$ cat src/rtl/gpio_pkg.sv
// Shared constants and types for the Wishbone GPIO slave.
// Register offsets (byte addresses inside the 4 KiB window), register index
// enum decoded from adr[4:2], and a byte-lane to bit-mask helper.
package gpio_pkg;

  localparam int unsigned GPIO_WINDOW = 32'h1000;
  localparam int unsigned GPIO_OFS_W  = $clog2(GPIO_WINDOW);
  localparam int unsigned GPIO_DW     = 32;

  localparam logic [GPIO_OFS_W-1:0] GPIO_DATA_OUT = 12'h000;
  localparam logic [GPIO_OFS_W-1:0] GPIO_DIR      = 12'h004;
  localparam logic [GPIO_OFS_W-1:0] GPIO_DATA_IN  = 12'h008;
  localparam logic [GPIO_OFS_W-1:0] GPIO_OUT_SET  = 12'h00C;
  localparam logic [GPIO_OFS_W-1:0] GPIO_OUT_CLR  = 12'h010;
  localparam logic [GPIO_OFS_W-1:0] GPIO_RISE_EN  = 12'h014;
  localparam logic [GPIO_OFS_W-1:0] GPIO_FALL_EN  = 12'h018;
  localparam logic [GPIO_OFS_W-1:0] GPIO_IRQ_PEND = 12'h01C;

  typedef enum logic [2:0] {
    REG_DATA_OUT = 3'd0,
    REG_DIR      = 3'd1,
    REG_DATA_IN  = 3'd2,
    REG_OUT_SET  = 3'd3,
    REG_OUT_CLR  = 3'd4,
    REG_RISE_EN  = 3'd5,
    REG_FALL_EN  = 3'd6,
    REG_IRQ_PEND = 3'd7
  } reg_idx_e;

  // Expand the 4 byte-lane selects into a 32-bit write mask.
  function automatic logic [GPIO_DW-1:0] sel_to_mask(input logic [GPIO_DW/8-1:0] sel);
    logic [GPIO_DW-1:0] mask;
    mask = '0;
    for (int b = 0; b < GPIO_DW / 8; b++) begin
      mask[8*b +: 8] = {8{sel[b]}};
    end
    return mask;
  endfunction

endpackage

$ cat src/rtl/wb_if.sv
// Wishbone pipelined bus bundle.
// adr/dat_m/sel/we/cyc/stb driven by the master; dat_s/ack/stall/err by the slave.
interface wb_if #(
  parameter int unsigned AW = 32,
  parameter int unsigned DW = 32
) ();
  logic [AW-1:0]   adr;
  logic [DW-1:0]   dat_m;
  logic [DW-1:0]   dat_s;
  logic [DW/8-1:0] sel;
  logic            we;
  logic            cyc;
  logic            stb;
  logic            ack;
  logic            stall;
  logic            err;

  modport slave  (input adr, dat_m, sel, we, cyc, stb, output dat_s, ack, stall, err);
  modport master (output adr, dat_m, sel, we, cyc, stb, input dat_s, ack, stall, err);
endinterface

$ cat src/rtl/gpio_debounce.sv
// Single-pin debounce filter, only instantiated when GPIO_DEBOUNCE_EN is defined.
// Ports: clk, rst_n (async active-low), d (synchronised input), q (filtered level).
// q takes the value of d once d has stayed unchanged long enough for the
// stability counter to reach DEB_CYCLES-1; any change restarts the count.
module gpio_debounce #(
  parameter int unsigned DEB_CYCLES = 16
) (
  input  logic clk,
  input  logic rst_n,
  input  logic d,
  output logic q
);

  localparam int unsigned          CNT_W   = $clog2(DEB_CYCLES + 1);
  localparam logic [CNT_W-1:0]     CNT_MAX = CNT_W'(DEB_CYCLES);
  localparam logic [CNT_W-1:0]     CNT_HIT = CNT_W'(DEB_CYCLES - 1);

  logic             cand;
  logic [CNT_W-1:0] cnt;

  // Candidate tracking with saturating stability counter.
  always_ff @(posedge clk or negedge rst_n) begin
    if (!rst_n) begin
      cand <= 1'b0;
      cnt  <= '0;
      q    <= 1'b0;
    end else if (d != cand) begin
      cand <= d;
      cnt  <= '0;
    end else begin
      if (cnt != CNT_MAX) cnt <= cnt + CNT_W'(1);
      if (cnt == CNT_HIT) q <= cand;
    end
  end

endmodule

$ cat src/rtl/wb_gpio.sv
// Parametrised Wishbone GPIO slave.
// Ports: clk, rst_n (async active-low), wb (wb_if slave), gpio_i (raw pads),
//        gpio_o (DATA_OUT), gpio_oe (DIR), irq (OR of IRQ_PENDING, registered).
// Optional input debounce enabled by defining GPIO_DEBOUNCE_EN.
module wb_gpio
  import gpio_pkg::*;
#(
  parameter int unsigned   N          = 8,
  parameter int unsigned   DEB_CYCLES = 16,
  parameter logic [N-1:0]  DIR_RST    = '0,
  parameter logic [N-1:0]  OUT_RST    = '0
) (
  input  logic         clk,
  input  logic         rst_n,
  wb_if.slave          wb,
  input  logic [N-1:0] gpio_i,
  output logic [N-1:0] gpio_o,
  output logic [N-1:0] gpio_oe,
  output logic         irq
);

  logic [N-1:0] data_out, dir, rise_en, fall_en, irq_pend;
  logic [N-1:0] sync_s1, sync_s2, data_in, data_in_prev;

  // Bus decode
  logic                  req_c, wr_c, mapped_c;
  logic [GPIO_OFS_W-1:0] ofs_c;
  reg_idx_e              idx_c;
  logic [N-1:0]          be_c, wr_bits_c, w1c_c, rise_c, fall_c;
  logic [GPIO_DW-1:0]    rdata_c;
  logic                  unused_adr;

  assign req_c     = wb.cyc & wb.stb;
  assign ofs_c     = wb.adr[GPIO_OFS_W-1:0];
  assign mapped_c  = ({ofs_c[GPIO_OFS_W-1:2], 2'b00} <= GPIO_IRQ_PEND);
  assign idx_c     = reg_idx_e'(ofs_c[4:2]);
  assign be_c      = N'(sel_to_mask(wb.sel));
  assign wr_bits_c = N'(wb.dat_m) & be_c;
  assign wr_c      = req_c & wb.we & mapped_c;
  assign unused_adr = ^{wb.adr[$bits(wb.adr)-1:GPIO_OFS_W], wb.adr[1:0]};

  assign wb.stall = 1'b0;
  assign wb.err   = 1'b0;
  assign gpio_o   = data_out;
  assign gpio_oe  = dir;

  // Writable registers; OUT_SET/OUT_CLR act on DATA_OUT.
  always_ff @(posedge clk or negedge rst_n) begin
    if (!rst_n) begin
      data_out <= OUT_RST;
      dir      <= DIR_RST;
      rise_en  <= '0;
      fall_en  <= '0;
    end else if (wr_c) begin
      case (idx_c)
        REG_DATA_OUT: data_out <= (data_out & ~be_c) | wr_bits_c;
        REG_DIR:      dir      <= (dir & ~be_c) | wr_bits_c;
        REG_OUT_SET:  data_out <= data_out | wr_bits_c;
        REG_OUT_CLR:  data_out <= data_out & ~wr_bits_c;
        REG_RISE_EN:  rise_en  <= (rise_en & ~be_c) | wr_bits_c;
        REG_FALL_EN:  fall_en  <= (fall_en & ~be_c) | wr_bits_c;
        default:      ;
      endcase
    end
  end

  // Read mux; write-only and unmapped locations return 0.
  always_comb begin
    rdata_c = '0;
    if (mapped_c) begin
      case (idx_c)
        REG_DATA_OUT: rdata_c = GPIO_DW'(data_out);
        REG_DIR:      rdata_c = GPIO_DW'(dir);
        REG_DATA_IN:  rdata_c = GPIO_DW'(data_in);
        REG_RISE_EN:  rdata_c = GPIO_DW'(rise_en);
        REG_FALL_EN:  rdata_c = GPIO_DW'(fall_en);
        REG_IRQ_PEND: rdata_c = GPIO_DW'(irq_pend);
        default:      rdata_c = '0;
      endcase
    end
  end

  // Single-cycle ack with registered read data.
  always_ff @(posedge clk or negedge rst_n) begin
    if (!rst_n) begin
      wb.ack   <= 1'b0;
      wb.dat_s <= '0;
    end else begin
      wb.ack   <= req_c;
      wb.dat_s <= req_c ? rdata_c : '0;
    end
  end

  // Two-flop synchroniser for asynchronous pad inputs.
  always_ff @(posedge clk or negedge rst_n) begin
    if (!rst_n) begin
      sync_s1 <= '0;
      sync_s2 <= '0;
    end else begin
      sync_s1 <= gpio_i;
      sync_s2 <= sync_s1;
    end
  end

`ifdef GPIO_DEBOUNCE_EN
  // Debounced inputs: each filter's registered output is the DATA_IN bit.
  for (genvar i = 0; i < N; i++) begin : g_deb
    gpio_debounce #(.DEB_CYCLES(DEB_CYCLES)) u_deb (
      .clk   (clk),
      .rst_n (rst_n),
      .d     (sync_s2[i]),
      .q     (data_in[i])
    );
  end
`else
  // No filter: DATA_IN is one register after the synchroniser.
  always_ff @(posedge clk or negedge rst_n) begin
    if (!rst_n) data_in <= '0;
    else        data_in <= sync_s2;
  end
`endif

  // Edge detect; a new edge beats a same-cycle W1C.
  assign rise_c = ~data_in_prev &  data_in & rise_en;
  assign fall_c =  data_in_prev & ~data_in & fall_en;
  assign w1c_c  = (wr_c && idx_c == REG_IRQ_PEND) ? wr_bits_c : '0;

  always_ff @(posedge clk or negedge rst_n) begin
    if (!rst_n) begin
      data_in_prev <= '0;
      irq_pend     <= '0;
      irq          <= 1'b0;
    end else begin
      data_in_prev <= data_in;
      irq_pend     <= (irq_pend & ~w1c_c) | rise_c | fall_c;
      irq          <= |irq_pend;
    end
  end

endmodule
$ cat src/flat_wrapper.sv
// flat-port wrapper written by rule: the top's interface ports become plain ports
module wb_gpio_flat import gpio_pkg::*;
#(
  parameter int unsigned   N          = 8,
  parameter int unsigned   DEB_CYCLES = 16,
  parameter logic [N-1:0]  DIR_RST    = '0,
  parameter logic [N-1:0]  OUT_RST    = '0
)
  (clk, rst_n, gpio_i, gpio_o, gpio_oe, irq, wb_adr, wb_dat_m, wb_sel, wb_we, wb_cyc, wb_stb, wb_dat_s, wb_ack, wb_stall, wb_err);
  wb_if wb_i ();
  input  logic clk;
  input  logic rst_n;
  input  logic [N-1:0] gpio_i;
  output logic [N-1:0] gpio_o;
  output logic [N-1:0] gpio_oe;
  output logic irq;
  input wire logic [$bits(wb_i.adr)-1:0] wb_adr;
  input wire logic [$bits(wb_i.dat_m)-1:0] wb_dat_m;
  input wire logic [$bits(wb_i.sel)-1:0] wb_sel;
  input wire logic [$bits(wb_i.we)-1:0] wb_we;
  input wire logic [$bits(wb_i.cyc)-1:0] wb_cyc;
  input wire logic [$bits(wb_i.stb)-1:0] wb_stb;
  output wire logic [$bits(wb_i.dat_s)-1:0] wb_dat_s;
  output wire logic [$bits(wb_i.ack)-1:0] wb_ack;
  output wire logic [$bits(wb_i.stall)-1:0] wb_stall;
  output wire logic [$bits(wb_i.err)-1:0] wb_err;
  assign wb_i.adr = wb_adr;
  assign wb_i.dat_m = wb_dat_m;
  assign wb_i.sel = wb_sel;
  assign wb_i.we = wb_we;
  assign wb_i.cyc = wb_cyc;
  assign wb_i.stb = wb_stb;
  assign wb_dat_s = wb_i.dat_s;
  assign wb_ack = wb_i.ack;
  assign wb_stall = wb_i.stall;
  assign wb_err = wb_i.err;
  wb_gpio #(.N(N), .DEB_CYCLES(DEB_CYCLES), .DIR_RST(DIR_RST), .OUT_RST(OUT_RST)) u_core (.clk(clk), .rst_n(rst_n), .wb(wb_i), .gpio_i(gpio_i), .gpio_o(gpio_o), .gpio_oe(gpio_oe), .irq(irq));
endmodule
$ cat config.mk
export PLATFORM = sky130hd
export DESIGN_NAME = wb_gpio_flat
export DESIGN_NICKNAME = d
export VERILOG_FILES = /design/src/rtl/gpio_pkg.sv /design/src/rtl/wb_if.sv /design/src/rtl/gpio_debounce.sv /design/src/rtl/wb_gpio.sv /design/src/flat_wrapper.sv
export SDC_FILE = /design/constraint.sdc
export NUM_CORES = 1
export LEC_CHECK = 0
export ABC_AREA = 1
export CAP_MARGIN = 20
export CORE_ASPECT_RATIO = 0.7
export CORE_MARGIN = 3
export CORE_UTILIZATION = 41
export DETAILED_ROUTE_END_ITERATION = 6
export GPL_ROUTABILITY_DRIVEN = 1
export GPL_TIMING_DRIVEN = 1
export PLACE_DENSITY_LB_ADDON = 0.25
export SYNTH_ARGS = -nofsm -noshare
export SYNTH_HDL_FRONTEND = slang
export SYNTH_SLANG_ARGS = --single-unit
$ cat constraint.sdc
create_clock -name clk -period 0.95 [get_ports clk]
set_input_delay 0.19 -clock clk [delete_from_list [all_inputs] [get_ports clk]]
set_output_delay 0.19 -clock clk [all_outputs]
set_load 0.005 [all_outputs]
==> summary.md, run 1 <==
| Metric | Value |
|---|---|
| Hold Crit Class | in2async |
| Pre-CTS setup slack | -762 ps |
| Antenna violations before repair | 0 |
| Required @ worst endpoint | 1170 ps |
| Synth warn | 0 |
| Share of layout cells above drive strength 1 | 0.409 |
| Root buffer cell | clkbuf_16 |
| Number of global-route vias before repair | 3875 |
| # fillers | 734 |
| Commonest non-fill, non-tap cell in the layout | nand2_1 |
| Mapped Area | 3930 um^2 |
| Syn_area_per_cell | 8.12 um^2 |
| RSZ-0062 raised after global routing | true |
| Final Net Count | 711 |
| Worst path arrival time | 1310 ps |
| TNS Setup | -3570 ps |
| Min Tclk post-route | 1090 ps |
| CTS clk-pin slew, worst paths | 70 ps |
| H-tree level count | 3 |
| Antenna Cells | 0 |
| IO Pins | 133 |
| Largest net degree at the start of global routing | 33 |
| Skew final | 5.50 ps |
| Crit-path max FO | 4 |
| Lkg Pwr | 3.06 nW |
| CTS tree | done |
| Setup CP Type | reg2reg |
| Yosys top cell by area | dfrtp_1 |
| Share of Yosys cell area claimed by the top area cell type | 0.522 |
| Final WS setup | -138 ps |
| Failing checks | negative setup slack |
| Power density over cell area | 1370 nW/um^2 |
| Async set or reset register ratio after synthesis | 1.00 |
| Routed len/inst | 15.8 um |
| Max stage delay on crit path | 410 ps |
| Via density | 5.11 |
| Final Core Density | 0.652 |
| CP dominant cell by count | nand2_1 |
| DP HPWL | 7870 um |
| Reg2reg setup slack | -140 ps |
| Ranking of synthesized cells by area | dfrtp_1 (52%), nand2_1 (17%), buf_4 (5.9%) |
| DR vias | 3876 |
| Port buffer count | 57 |
| Worst VDD drop | 1.24 mV |
| Status | finished, violations left |
| Final cell count without fillers | 759 |
| Final hold vios | 0 |
| Routed Antenna Nets | 0 |
| Global-route total usage across every layer | 0.234 |
| First-pass GRT wire length | 19100 um |
| Die Area | 10800 um^2 |
| Primary FF master, synth | dfrtp_1 |
| Inst Count DP | 719 |
| Final setup viols | 50 |
| Initial DRC Count | 368 |
| Hold WS | 269 ps |
| Post-synth EDFFs | 0 |
| Wire length on met1 | 5010 um |
| FP Rows | 29 |
| Die Y | 87.9 um |
| Clock sink count | 82 |
| Cell at the slowest stage of the critical path | dfrtp_1 |
| Syn Inst Count | 484 |
| Top routing layer used | met4 |
| Area delta synth->final | 52.3% |
| Core area | 9180 um^2 |
| Fin crit share | 1.14 |
| Critical path cell sequence | buf_6, inv_2, nor2_1, nand2_1, nand3_1, nand2_1, nand2_1, nand2_1, nand2_1 |
| Leading cell types in the layout, fill and taps excluded | nand2_1 (139), dfrtp_1 (82), buf_4 (52), nand2_2 (38), buf_6 (37) |
| Total CTS buffers | 9 |
| Synthesized flop and latch total | 82 |
| Synth cell types | 22 |
| GRT overflow | 0 |
| CP Capture Type | register |
| Crit path buffers/inverters | 2 |
| Pre-Repair DR Iteration Count | 5 |
| Crit path launch type | register |
| Starting Density | 0.428 |
| Post-Route WL | 12000 um |
| GPL Wtd Cong | 0.905 |
| Max Buffers Root-to-Sink | 2 |
| Sequential-to-total area share from yosys stat | 0.522 |
| Width of the chip | 123 um |
| Max-Cap Viols | 0 |
| Fmax | 0.919 GHz |
| Worst-Skew Late Latency | 340 ps |
| Met2 wire length | 5640 um |
| Final Max Slew Viols | 0 |
| DRC Markers | 0 |
| Crit path max-delay family | flip-flops |
| Wire length on met3 | 1040 um |
[routing by layer]
metal,vias to the layer above,global-route usage
li1,1799,-
met1,1848,0.310
met2,193,0.372
met3,36,0.0691
met4,0,0.0814
met5,-,0
[per-stage QoR]
| stage | area [um^2] | total power, W |
|---|---|---|
| after detailed placement | 5110 | 0.00435 |
| after CTS | 5810 | 0.00827 |
| after floorplan | 4110 | 0.00401 |
| after global placement | 5110 | 0.00434 |
| final | 5990 | 0.00821 |
| after global routing | 5990 | 0.00855 |
[power by group]
| group | total, W | switching (W) | internal, W |
|---|---|---|---|
| registers | 0.00360 | 0.0000360 | 0.00357 |
| clock network | 0.00383 | 0.00148 | 0.00235 |
| logic | 0.000781 | 0.000456 | 0.000325 |
[cell families after synthesis]
kind of cell | count (synthesis) | synth area share
other cells | 1 | 0.000954
simple gates | 293 | 0.330
compound gates | 24 | 0.0331
buf+inv | 84 | 0.114
flops | 82 | 0.522
[worst register-to-register path, cell delays in order, from the launching register on]
cell	delay (ps)
dfrtp_1	410
buf_6	140
inv_2	40
nor2_1	30
nand2_1	60
nand3_1	60
nand2_1	70
nand2_1	50
nand2_1	60
nand2_1	60
[Yosys cell counts, drive strengths merged (2+ instances only)]
cell	count
buf	39
a31oi	8
clkbuf	2
nor4	2
o21ai	8
nor3	3
dfrtp	82
nand4	28
a21oi	8
nand2	183
nor2	34
inv	42
nand3	43
[final cells by class]
| class | count | area [um^2] | area share |
|---|---|---|---|
| inverter | 43 | 173 | 0.0288 |
| sequential | 82 | 2050 | 0.343 |
| timing repair buffer | 151 | 1380 | 0.231 |
| clock inverter | 7 | 105 | 0.0176 |
| tap | 124 | 155 | 0.0259 |
| clock buffer | 9 | 225 | 0.0376 |
| multi-input combinational | 343 | 1890 | 0.316 |
[repair_timing]
action / 4_1_cts / 5_1_grt
resized for setup: 239 / 68
gates cloned: 4 / 0
hold buffers: 1 / 0
buffers inserted: 21 / 6
pin swaps: 52 / 49
endpoints found under the hold margin: 38 / 0
setup endpoints to repair: 75 / 75
[worst paths after layout]
kind | from | to | cells after the start
max | u_core.gpio_o[4]$_DFFE_PN0P_ | u_core.gpio_o[4]$_DFFE_PN0P_ | 9
min | rst_n | u_core.wb.dat_s[0]$_DFF_PN0_ | 2
max reg2reg | u_core.gpio_o[4]$_DFFE_PN0P_ | u_core.gpio_o[4]$_DFFE_PN0P_ | 9
min reg2reg | u_core.sync_s2[2]$_DFF_PN0_ | u_core.data_in[2]$_DFF_PN0_ | 0
max in group asynchronous | rst_n | u_core.irq_pend[3]$_DFF_PN0_ | 3
min in group clk | gpio_i[4] | u_core.sync_s1[4]$_DFF_PN0_ | 1
(Power assumes the default switching activity.)
==> inputs of run 2 (changes only) <==
--- a/config.mk
+++ b/config.mk
@@ -5,11 +5,12 @@
 export SDC_FILE = /design/constraint.sdc
 export NUM_CORES = 1
 export LEC_CHECK = 0
-export ABC_AREA = 1
+export ABC_CLOCK_PERIOD_IN_PS = 950
 export CAP_MARGIN = 20
 export CORE_ASPECT_RATIO = 0.7
 export CORE_MARGIN = 3
-export CORE_UTILIZATION = 41
+export CORE_UTILIZATION = 40
+export CTS_CLUSTER_SIZE = 16
 export DETAILED_ROUTE_END_ITERATION = 6
 export GPL_ROUTABILITY_DRIVEN = 1
 export GPL_TIMING_DRIVEN = 1
==> summary.md, run 2 <==
| Metric | Value |
|---|---|
| Lkg Pwr | 2.59 nW (-15%) |
| Fraction of power consumed by combinational cells | 0.108 (+0.013) |
| Switching share of power | 0.223 (-0.0169) |
| Post-Route WL | 10600 um (-11%) |
| Ranking of synthesized cells by area | dfrtp_1 (57%), mux2_2 (6.6%), buf_4 (5.4%) |
| Final setup viols | 75 (+50%) |
| Status | finished, violations left |
| Fmax | 0.654 GHz (-29%) |
| Share of layout cells above drive strength 1 | 0.501 (+0.0917) |
| Inst Count DP | 532 (-26%) |
| Skew final | 5.58 ps (+0.0786 ps) |
| Initial DRC Count | 132 (-64%) |
| Crit-path max FO | 8 (+4) |
| Net switching power figure | 0.00173 W (-12%) |
| Share of Yosys cell area claimed by the top area cell type | 0.572 (+0.0503) |
| Power density over cell area | 1410 nW/um^2 (+2.5%) |
| First-pass GRT wire length | 16400 um (-14%) |
| Register share of total power | 0.465 (+0.026) |
| Die Area | 10200 um^2 (-6.1%) |
| Via density | 5.16 (+1.1%) |
| Routed Antenna Nets | 0 (unchanged) |
| DP HPWL | 7010 um (-11%) |
| # fillers | 661 (-9.9%) |
| Core area | 8580 um^2 (-6.5%) |
| Root buffer cell | clkbuf_16 |
| Sequential-to-total area share from yosys stat | 0.572 (+0.0503) |
| Clock group share of total power | 0.427 (-0.039) |
| Hold WS | 274 ps (+5.16 ps) |
| GPL Wtd Cong | 0.865 (-4.4%) |
| CP Capture Type | register |
| Final Max Slew Viols | 0 (unchanged) |
| Min Tclk post-route | 1530 ps (+441 ps) |
| Hold Crit Class | in2async |
| FP Rows | 28 (-3.4%) |
| Width of the chip | 119 um (-3.1%) |
| Synth warn | 0 (unchanged) |
| Synth cell types | 41 (+86%) |
| Die Y | 85.2 um (-3.1%) |
| Final WS setup | -579 ps (-441 ps) |
| Max-Cap Viols | 0 (unchanged) |
| Flip-flop and latch area | 2050 um^2 (about the same) |
| Synthesized flop and latch total | 82 (unchanged) |
| Cell count of the worst reg-to-reg path | 4 (-5) |
| Number of global-route vias before repair | 3004 (-22%) |
| Syn Inst Count | 286 (-41%) |
| Global-route total usage across every layer | 0.214 (-0.0201) |
| DRC Markers | 0 (unchanged) |
| Worst-Skew Late Latency | 340 ps (about the same) |
| Antenna Cells | 0 (unchanged) |
| Async set or reset register ratio after synthesis | 1.00 (unchanged) |
| Post-synth EDFFs | 0 (unchanged) |
| GRT overflow | 0 (unchanged) |
| IO Pins | 133 (unchanged) |
| CTS clk-pin slew, worst paths | 60 ps (about the same) |
| Starting Density | 0.418 (-0.0105) |
| Total power | 0.00776 W (-5.5%) |
| Largest net degree at the start of global routing | 25 (-24%) |
| TNS Setup | -19920 ps (-16350 ps) |
| Failing checks | negative setup slack |
| Required @ worst endpoint | 1170 ps (about the same) |
| Max Buffers Root-to-Sink | 2 (unchanged) |
| Setup CP Type | in2reg |
| CTS tree | done |
| Total CTS buffers | 9 (unchanged) |
| Pre-Repair DR Iteration Count | 5 (unchanged) |
| Syn_area_per_cell | 12.5 um^2 (+54%) |
| Antenna violations before repair | 0 (unchanged) |
| Most frequent cells after synthesis | dfrtp_1 (82), buf_4 (26), nand2_1 (22) |
| Mapped Area | 3590 um^2 (-8.8%) |
| Final Net Count | 530 (-25%) |
| Routed len/inst | 18.5 um (+17%) |
| Most frequent cell after synthesis | dfrtp_1 |
| Worst path arrival time | 1750 ps (+440 ps) |
| RSZ-0062 raised after global routing | true |
| Primary FF master, synth | dfrtp_1 |
| Crit path launch type | input port |
| Final hold vios | 0 (unchanged) |
| Internal power | 0.00602 W (-3.4%) |
| Fin crit share | 1.61 (+0.465) |
| DR vias | 2957 (-24%) |
| Commonest non-fill, non-tap cell in the layout | buf_4 |
| Worst VDD drop | 1.26 mV (+1.7%) |
| Area delta synth->final | 53.9% |
| Final cell count without fillers | 573 (-25%) |
| Leading cell types in the layout, fill and taps excluded | buf_4 (83), dfrtp_1 (81), buf_2 (28), conb_1 (26) |
| H-tree level count | 3 (unchanged) |
| Port buffer count | 57 (unchanged) |
| Clock sink count | 82 (unchanged) |
| Multi-input combinational cell area | 1660 um^2 (-12%) |
| Yosys top cell by area | dfrtp_1 |
==> run 2: cell count changes in the layout (fill, tap and decap cells not counted), sizes merged, moves of 9 or more <==
cell    previous run  this run
nand2            183        22
inv               45         1
nand3             43         1
mux2               0        29
nand4             28         3
nor2              34        17
mux2i              0         9
nand3b             0         9
==> run 2: final cells by class <==
cell class	count	area share
clock inverters	2	0.00181
well taps	120	0.0272
clock buffers	13	0.0508
multi-input cells	192	0.301
repair buffers	163	0.246
flip-flops and latches	82	0.372
inverters	1	0.000680
==> run 2: cells by family after synthesis <==
group | count (synthesis) | share of synthesized area
AO/OA/AOI/OAI | 51 | 0.101
XOR/XNOR | 1 | 0.00244
buffers and inverters | 37 | 0.0684
flip-flops | 82 | 0.572
multiplexers | 38 | 0.125
other | 1 | 0.00105
AND/OR/NAND/NOR | 76 | 0.130
==> run 2: worst paths after layout <==
path,startpoint,end,slack [ps]
worst max-delay path,wb_adr[5],register,-580
worst min-delay path,rst_n,asynchronous set/reset pin,270
worst max register to register,register,u_core.wb.dat_s[1]$_DFF_PN0_,-330
worst min register to register,u_core.sync_s1[5]$_DFF_PN0_,u_core.sync_s2[5]$_DFF_PN0_,350
max in group asynchronous,rst_n,u_core.irq_pend[2]$_DFF_PN0_,250
min in group clk,gpio_i[3],u_core.sync_s1[3]$_DFF_PN0_,290
==> run 2: worst max-delay path, cell delays in order <==
cell and delay, ps:
clkdlybuf4s15_1 200, nor3_4 260, nand4_4 140, buf_6 160, nor4_4 300, buf_12 190, mux2_4 300
==> run 2: what timing repair did <==
action                                 CTS  global route
hold buffers                             1             0
resized for setup                      190            32
cloned                                   1             0
endpoints found under the hold margin   78             0
setup endpoints to repair               75            75
pin swaps                               23            20
setup buffers                           19            10
==> run 2: routing by layer <==
metal	part of all wire	GRT usage	vias up
met5	0	0	-
met4	0.029	0.0852	0
met3	0.093	0.0680	31
met2	0.45	0.331	149
met1	0.42	0.283	1465
li1	-	-	1312
==> run 2: metrics by stage <==
| step | utilization | instance area (um^2) | setup WS (ps) |
|---|---|---|---|
| 5_1_grt | 0.643 | 5520 | -655 |
| 3_3_place_gp | 0.562 | 4830 | -1230 |
| 3_5_place_dp | 0.562 | 4830 | -1260 |
| 4_1_cts | 0.620 | 5320 | -574 |
| 6_report | 0.643 | 5520 | -579 |
| 2_1_floorplan | - | 3710 | -748 |
==> run 2: power groups by stage <==
stage               Clock, W  Combinational, W  Sequential [W]
global placement           0          0.000690         0.00366
detailed placement         0          0.000699         0.00367
global route         0.00357          0.000898         0.00361
floorplan                  0          0.000299         0.00366
finish               0.00331          0.000839         0.00360
CTS                  0.00340          0.000794         0.00360
==> inputs of run 3 (changes only) <==
--- a/config.mk
+++ b/config.mk
@@ -10,11 +10,13 @@
 export CORE_ASPECT_RATIO = 0.7
 export CORE_MARGIN = 3
 export CORE_UTILIZATION = 40
+export CTS_BUF_LIST = sky130_fd_sc_hd__clkbuf_16
 export CTS_CLUSTER_SIZE = 16
 export DETAILED_ROUTE_END_ITERATION = 6
 export GPL_ROUTABILITY_DRIVEN = 1
 export GPL_TIMING_DRIVEN = 1
-export PLACE_DENSITY_LB_ADDON = 0.25
+export HOLD_SLACK_MARGIN = 0.1
+export PLACE_DENSITY = 0.76
 export SYNTH_ARGS = -nofsm -noshare
 export SYNTH_HDL_FRONTEND = slang
 export SYNTH_SLANG_ARGS = --single-unit
==> summary.md, run 3 (synthesis gave the netlist of run 2 again) <==
| Metric | Value |
|---|---|
| Initial DRC Count | 205 (+55%) |
| TNS Setup | -20650 ps (-732 ps) |
| Post-Route WL | 10100 um (-4.7%) |
| Final Max Slew Viols | 0 (unchanged) |
| Port buffer count | 57 (unchanged) |
| Total CTS buffers | 9 (unchanged) |
| Worst path arrival time | 1760 ps (about the same) |
| Required @ worst endpoint | 1160 ps (about the same) |
| DR vias | 2847 (-3.7%) |
| Reg2reg setup slack | -320 ps (about the same) |
| Number of global-route vias before repair | 2985 (-0.63%) |
| GPL Wtd Cong | 0.876 (+1.2%) |
| CTS clk-pin slew, worst paths | 60 ps (about the same) |
| Antenna violations before repair | 0 (unchanged) |
| Root buffer cell | clkbuf_16 |
| Routed len/inst | 17.9 um (-3.4%) |
| Share of layout cells above drive strength 1 | 0.481 (-0.0202) |
| RSZ-0062 raised after global routing | true |
| Area delta synth->final | 49.5% |
| # fillers | 652 (-1.4%) |
| FP Rows | 28 (unchanged) |
| Final setup viols | 75 (unchanged) |
| Worst VDD drop | 0.939 mV (-26%) |
| Hold Crit Class | in2async |
| Commonest non-fill, non-tap cell in the layout | dfrtp_1 |
| Global-route total usage across every layer | 0.206 (-0.00779) |
| Antenna Cells | 0 (unchanged) |
| Pre-Repair DR Iteration Count | 4 (-1) |
| Min Tclk post-route | 1540 ps (+13.9 ps) |
| Skew final | 5.95 ps (+0.375 ps) |
| Routed Antenna Nets | 0 (unchanged) |
| Crit path launch type | input port |
| Lkg Pwr | 2.51 nW (-3.0%) |
| Die Y | 85.2 um (unchanged) |
| Crit-path max FO | 4 (-4) |
| Final Net Count | 522 (-1.5%) |
| First-pass GRT wire length | 16200 um (-1.6%) |
| Status | finished, violations left |
| FF-to-FF End | u_core.wb.dat_s[1]$_DFF_PN0_ |
| Cell count of the worst reg-to-reg path | 4 (unchanged) |
| Max-Cap Viols | 0 (unchanged) |
| IO Pins | 133 (unchanged) |
| Fmax | 0.648 GHz (-0.90%) |
| Failing checks | negative setup slack |
| Leading cell types in the layout, fill and taps excluded | dfrtp_1 (82), buf_4 (78), buf_2 (27), conb_1 (26), nand2_1 (21) |
| Die Area | 10200 um^2 (unchanged) |
| CTS tree | done |
| Final hold vios | 0 (unchanged) |
| H-tree level count | 3 (unchanged) |
| Worst-Skew Late Latency | 330 ps (about the same) |
| Hold WS | 182 ps (-92.4 ps) |
| Flip-flop and latch area | 2050 um^2 (about the same) |
| Multi-input combinational cell area | 1600 um^2 (-3.6%) |
| Power density over cell area | 1480 nW/um^2 (+5.4%) |
| GRT overflow | 0 (unchanged) |
| CP Capture Type | register |
| Max Buffers Root-to-Sink | 2 (unchanged) |
| Inst Count DP | 525 (-1.3%) |
| DP HPWL | 6630 um (-5.5%) |
| Setup CP Type | in2reg |
| Final WS setup | -593 ps (-13.9 ps) |
| Starting Density | 0.418 (unchanged) |
| DRC Markers | 0 (unchanged) |
| Width of the chip | 119 um (unchanged) |
| Clock sink count | 82 (unchanged) |
| Final cell count without fillers | 565 (-1.4%) |
| Largest net degree at the start of global routing | 55 (+120%) |
| Core area | 8580 um^2 (unchanged) |
| Via density | 5.04 (-2.4%) |
| Fin crit share | 1.62 (+0.0147) |
## run 3: cell types whose count changed in the layout (fill, tap and decap cells not counted), sizes merged
cell           before  now
buf               138  129
bufinv              0    2
clkbuf             14   13
clkdlybuf4s15       3    1
inv                 1    3
## run 3: cell type report
type                    count  share of cell area
flip-flops and latches     82               0.383
inverters                   1            0.000700
clock inverters             6              0.0140
clock buffers               9              0.0420
well taps                 120              0.0280
repair buffers            155               0.234
multi-input cells         192               0.298
## run 3: layer usage
layer / wire, um / track usage / up-vias
met5: 0 / 0 / -
met4: 174 / 0.0705 / 0
met3: 722 / 0.0593 / 15
met2: 4770 / 0.310 / 104
met1: 4460 / 0.289 / 1433
li1: - / - / 1295
## run 3: what timing repair did
| item | CTS | global route |
|---|---|---|
| setup endpoints to repair | 75 | 75 |
| buffers inserted | 23 | 4 |
| hold buffers | 1 | 0 |
| endpoints found under the hold margin | 82 | 0 |
| pin swaps | 17 | 16 |
| gates resized for setup | 182 | 32 |
## run 3: how the worst max path moves through the flow
stage / from / to / slack (ps) / depth (start not counted)
6_report: wb_adr[6] / register / -590 / 7
5_1_grt: wb_adr[6] / register / -680 / 7
4_1_cts: wb_adr[7] / register / -610 / 5
3_5_place_dp: wb_adr[11] / register / -1280 / 5
3_3_place_gp: wb_adr[11] / register / -1230 / 5
2_1_floorplan: wb_adr[11] / register / -750 / 5
## run 3: per-stage QoR
stage          total power [W]  instance area, um^2  worst slack (ps)   util
3_3_place_gp           0.00430                 4740             -1230  0.552
6_report               0.00794                 5360              -593  0.625
4_1_cts                0.00794                 5260              -605  0.612
5_1_grt                0.00822                 5360              -683  0.625
2_1_floorplan          0.00396                 3710              -748      -
3_5_place_dp           0.00432                 4740             -1280  0.552
## run 3: where the power goes
part	leakage, nW	total [W]	internal, W	switching, W
Combinational	1.38	0.000796	0.000399	0.000398
Sequential	0.982	0.00360	0.00357	0.0000335
Clock	0.153	0.00355	0.00225	0.00130
Total	2.51	0.00794	0.00622	0.00173
## run 3: worst max-delay path, cell delays in order
cell and delay (ps):
buf_6 100, nor4_4 330, nand4_4 180, buf_4 180, nor4_4 230, buf_4 210
mux2_2 340
